**config.mk**
```make
export PLATFORM = sky130hd
export DESIGN_NAME = conv_channel_accumulator
export DESIGN_NICKNAME = d
export VERILOG_FILES = /design/src/rtl/conv_channel_accumulator.sv
export SDC_FILE = /design/constraint.sdc
export NUM_CORES = 1
export LEC_CHECK = 0
export CORE_UTILIZATION = 55
export CTS_CLUSTER_DIAMETER = 100
export DETAILED_ROUTE_END_ITERATION = 12
export PLACE_DENSITY = 0.81
export SLEW_MARGIN = 10
export SYNTH_ARGS = -nofsm -noshare
export SYNTH_HDL_FRONTEND = slang
export SYNTH_SLANG_ARGS = --single-unit
```
**constraint.sdc**
```tcl
create_clock -name clk -period 6.5 [get_ports clk]
set_clock_uncertainty 0.2 [all_clocks]
set_input_delay 0.975 -clock clk [delete_from_list [all_inputs] [get_ports clk]]
set_output_delay 0.975 -clock clk [all_outputs]
set_load 0.01 [all_outputs]
```
**src/rtl/conv_channel_accumulator.sv**
```systemverilog
// Channel accumulator behind the 5x5 carry-save adder tree.
// Sums N_CH per-channel window sums plus a signed bias into one pixel, then
// applies ReLU, a truncating right shift and unsigned saturation to W_OUT bits.
module conv_channel_accumulator #(
   parameter int W_IN  = 19,
   parameter int N_CH  = 8,
   parameter int W_ACC = 24,
   parameter int W_OUT = 8,
   parameter int W_SH  = 5
) (
   input  logic             clk,
   input  logic             rst,
   input  logic             clear,
   input  logic [W_ACC-1:0] bias,
   input  logic [W_SH-1:0]  shift,
   input  logic             in_valid,
   output logic             in_ready,
   input  logic [W_IN-1:0]  in_sum,
   input  logic             in_cout,
   output logic             out_valid,
   input  logic             out_ready,
   output logic [W_OUT-1:0] out_data,
   output logic             out_sat,
   output logic             busy
);

   localparam int CNT_W = $clog2(N_CH + 1);
   localparam logic [CNT_W-1:0] LAST_CNT = CNT_W'(N_CH - 1);
   localparam logic [W_ACC-1:0] ACC_MAX  = {1'b0, {(W_ACC-1){1'b1}}};

   typedef enum logic [1:0] {
      IDLE  = 2'd0,
      ACCUM = 2'd1,
      CALC  = 2'd2,
      OUT   = 2'd3
   } state_t;

   state_t state;
   state_t state_next;

   logic [W_ACC-1:0] acc;
   logic [CNT_W-1:0] ch_cnt;
   logic [W_SH-1:0]  shift_l;

   logic             beat;
   logic [W_ACC-1:0] x;
   logic [W_ACC-1:0] add_a;
   logic [W_ACC:0]   sum_ext;
   logic [W_ACC-1:0] sum_sat;
   logic [W_ACC-1:0] shifted;
   logic             too_big;
   logic [W_OUT-1:0] calc_data;
   logic             calc_sat;

   // Next-state logic; in_ready comes from the state alone so out_ready never reaches it.
   always_comb begin
      state_next = state;
      in_ready   = !rst && (state == IDLE || state == ACCUM);
      beat       = in_valid && in_ready;
      case (state)
         IDLE:    if (beat) state_next = (N_CH == 1) ? CALC : ACCUM;
         ACCUM:   if (beat && ch_cnt == LAST_CNT) state_next = CALC;
         CALC:    state_next = OUT;
         OUT:     if (out_valid && out_ready) state_next = IDLE;
         default: state_next = IDLE;
      endcase
      if (clear) state_next = IDLE;
   end

   // Accumulate with positive clamp; the operand is non-negative so only upward overflow exists.
   always_comb begin
      x       = {{(W_ACC-W_IN-1){1'b0}}, in_cout, in_sum};
      add_a   = (state == IDLE) ? bias : acc;
      sum_ext = {add_a[W_ACC-1], add_a} + {1'b0, x};
      sum_sat = (sum_ext[W_ACC] != sum_ext[W_ACC-1]) ? ACC_MAX : sum_ext[W_ACC-1:0];
   end

   // ReLU, truncating shift (large shifts drain to zero) and clip to the output width.
   always_comb begin
      shifted   = acc >> shift_l;
      too_big   = |shifted[W_ACC-1:W_OUT];
      calc_data = shifted[W_OUT-1:0];
      calc_sat  = 1'b0;
      if (acc[W_ACC-1]) begin
         calc_data = '0;
      end else if (too_big) begin
         calc_data = '1;
         calc_sat  = 1'b1;
      end
   end

   // State register.
   always_ff @(posedge clk or posedge rst) begin
      if (rst) state <= IDLE;
      else     state <= state_next;
   end

   // Datapath registers; clear wins over both handshakes and drops any beat in that cycle.
   always_ff @(posedge clk or posedge rst) begin
      if (rst) begin
         acc       <= '0;
         ch_cnt    <= '0;
         shift_l   <= '0;
         out_valid <= 1'b0;
         out_data  <= '0;
         out_sat   <= 1'b0;
      end else if (clear) begin
         acc       <= '0;
         ch_cnt    <= '0;
         out_valid <= 1'b0;
         out_data  <= '0;
         out_sat   <= 1'b0;
      end else begin
         case (state)
            IDLE: begin
               if (beat) begin
                  acc     <= sum_sat;
                  shift_l <= shift;
                  ch_cnt  <= CNT_W'(1);
               end
            end
            ACCUM: begin
               if (beat) begin
                  acc    <= sum_sat;
                  ch_cnt <= ch_cnt + CNT_W'(1);
               end
            end
            CALC: begin
               out_data  <= calc_data;
               out_sat   <= calc_sat;
               out_valid <= 1'b1;
            end
            OUT: begin
               if (out_ready) begin
                  out_valid <= 1'b0;
                  acc       <= '0;
                  ch_cnt    <= '0;
               end
            end
            default: ;
         endcase
      end
   end

   assign busy = (state != IDLE);

endmodule
```
==> summary.txt <==
Run status
  • Status: finished clean

Routing
  • Length of routed met3 wiring: ~600 um
  • Met2 WL: between 5000 and 6000 um
  • Via/cell ratio: between 6 and 7
  • Pre-antenna DRT Iters: 5
  • Residual DRC: 0
  • Met1 Wirelength: 5052 um
  • 1st-iter DRT viols: ~190
  • DRT Wirelength: about 12,000 um
  • Vias: ~4,100
  • Top Metal Used: met4
  • Antenna-violating nets left: 0
  • WL/cell: 18.08 um

Pwr
  • Static Leak: 2.254 nW
  • Cell Pwr Density: between 400 and 500 nW/um^2
  • Overall power: between 0.002 and 0.0025 W
  • VDD IR max: 0.1958 mV

Logic synthesis
  • Largest family of logic cells by synthesized area: multiplexers
  • Compound-Gate Fraction of Synth Area: 0.1954
  • Area share of the largest cell type after synthesis: 0.2460
  • Ys flop type: dfrtp_1
  • Synth Area in Simple Gates: 0.1714
  • Ys Warns: 0
  • Xor and xnor area share after synthesis: 0.02870
  • Synth area leaders: dfrtp_1 25%, mux4_2 7.4%, mux2_2 7.1%
  • Syn_nets: 580
  • Post-synthesis mux area share: 0.2290
  • Post-Syn Instances: 499
  • Post-synth EDFFs: 0
  • Sequential element share of the synthesized area: 0.2460
  • Ys async rst share: 1.000
  • #FFs+latches synth: 45
  • Synth area leader: dfrtp_1
  • Syn Std Cell Area: between 4000 and 5000 um^2
  • Synth Area in Adders: 0.07543
  • Distinct cells, synth: 70
  • Mean post-synth cell area: ~9 um^2

Place
  • Post-DP HPWL: about 9100 um
  • Placed insts: about 640
  • RePlAce Congestion: ~0.94
  • Number of I/O port buffers: 65

Setup path
  • Slowest-stage cell, CP: ha_1
  • Most frequent CP cell: ha_1
  • Cell Chain, Critical Path: inv_1, ha_1, mux2_2, ha_1, a21o_1, a31o_2, o211ai_1, a21oi_1, a221oi_1, nor3_1, xnor2_1, ha_1, nand2_1, a21boi_0, nand3_1
  • Crit path max fanout: 17
  • Required time of the worst setup path: 6.53 ns
  • Crit Path Category: flop to flop
  • CP max stage delay: 0.63 ns
  • Startpoint Class: flop
  • Critical Path End Type: flop
  • Crit path arrival time: between 5 and 6 ns

Layout
  • Synth-to-Final Area Change: 15.41%
  • Non-filler cells, final: around 650
  • Commonest non-fill, non-tap cell in the layout: nand2_1
  • Share of cells above drive strength 1: 0.1330
  • Most frequent cells in the layout: 66 x nand2_1, 65 x clkdlybuf4s50_1, 45 x dfrtp_1, 41 x o21ai_0, 34 x a21oi_1
  • Antenna diodes: 0
  • Fillers: between 600 and 700
  • # nets final: 630

Clock network
  • Clk Latency, worst-skew pair: around 0.31 ns
  • Clk root buf: clkbuf_8
  • CTS Hold Bufs: 0
  • CTS buffer count: 5
  • Clk pin slew, worst setup/hold paths: 0.09 ns
  • H-tree Lvls: 2
  • CTS tree: yes
  • Clock Path Buffers: 2
  • Post-CTS setup buffers: 0
  • CTS sink cnt: 45
  • PostCTS Resize Cnt: 0

Floorplan
  • IO Count: 66
  • Die width: roughly 93 um
  • Die area: 8693 um^2
  • Starting Density: 0.5804
  • Die H: 93.24 um
  • Std-Cell Rows: 32
  • Core area: 7888 um^2

Timing
  • Tmin final: approximately 5 ns
  • Achievable Freq: between 0.2 and 0.25 GHz
  • Max transition margin: 0.2517
  • Final Slew Violations: 0
  • Setup tns final: 0 ns
  • Final Hold Viols: 0
  • Fin crit share: 0.7675
  • Unrepaired setup endpoints after global routing: no
  • Worst Tran Pin Value: roughly 1.1 ns
  • Endpoints failing setup: 0

Global routing
  • Gr usage total: 0.2880
  • Initial antenna violation count: 0
  • Vias in the first global route: a little over 4,000
  • Grt ovf: 0
  • Largest net degree at the start of global routing: 46
  • First-pass GRT wire length: 19,690 um

Worst hold path
  • Hold Path Class: flop to flop

Run
  • Maximum capacitance violations: 0
## per-stage QoR
step	hold WS (ns)	utilization	cell area [um^2]	setup WS, ns
2_1_floorplan	0.2522	-	4578	1.999
3_5_place_dp	0.2588	0.6591	5199	1.468
3_3_place_gp	0.2579	0.6591	5199	1.598
5_1_grt	0.3110	0.6699	5284	1.117
6_report	0.2785	0.6699	5284	1.511
4_1_cts	0.2818	0.6699	5284	1.500
## worst max-delay path, delay by kind of cell, from the launching register on
kind | cells | cell delay, ns
buffers and inverters | 1 | 0.11
adders and majority gates | 3 | 1.55
muxes | 1 | 0.41
DFF | 1 | 0.42
and+or+nand+nor | 3 | 0.56
AOI/OAI and AO/OA | 6 | 1.50
xor gates and xnor gates | 1 | 0.15
## cell families (layout without fill, tap and decap cells)
kind of cell | Yosys count | in the layout
compound gates | 136 | 136
simple gates | 167 | 167
fa+ha+maj | 27 | 27
mux | 69 | 69
flops | 45 | 45
xor+xnor | 15 | 15
buf+inv | 40 | 90
## final timing paths
check	startpoint	slack [ns]	endpoint	cells past startpoint
max	state[0]	1.51	acc[20]	15
min	out_data[2]	0.28	out_data[2]	2
max reg2reg	state[0]	1.51	acc[20]	15
min reg2reg	out_data[2]	0.28	out_data[2]	2
max in group asynchronous	rst	4.74	acc[13]	3
min in group asynchronous	rst	0.96	out_valid	3
## registers in the layout, indices dropped and copies added (netlist names)
name and cells:
ch_cnt 4, shift_l 5, out_valid 1, acc 24, out_sat 1, state 2
out_data 8
## power breakdown
group	switching, W	internal (W)	total [W]
combinational	0.000865	0.000821	0.00169
clock	0.0000999	0.0000743	0.000174
sequential	0.000200	0.000371	0.000570
## synth_stat cells (5+ instances only)
cell and count:
nand2_1 66, dfrtp_1 45, o21ai_0 41, a21oi_1 34
nor2_1 33, mux2_2 29, ha_1 26, mux2i_1 16
mux4_2 15, clkbuf_1 13, nor3_1 13, xnor2_1 13
inv_1 12, nand3_1 10, o211ai_1 10, nand2b_1 8
mux4_1 7, nor2b_1 6, o21a_1 6, o21bai_1 6
or3_1 6, clkbuf_8 5
## area by class of cell
cell class	count	area (um^2)	share of cell area
flip-flops and latches	45	1126	0.2131
clock buffers	5	68.82	0.01302
repair buffers	71	695.7	0.1317
multi-input cells	414	3204	0.6064
well taps	102	127.6	0.02415
clock inverters	2	16.27	0.003078
inverters	12	45.04	0.008525
## layer usage
layer,up-vias,global-route usage
li1,1969,-
met1,1983,0.3804
met2,146,0.4847
met3,29,0.03821
met4,0,0.1013
met5,-,0
No activity file was read; power rests on OpenSTA's default activity.
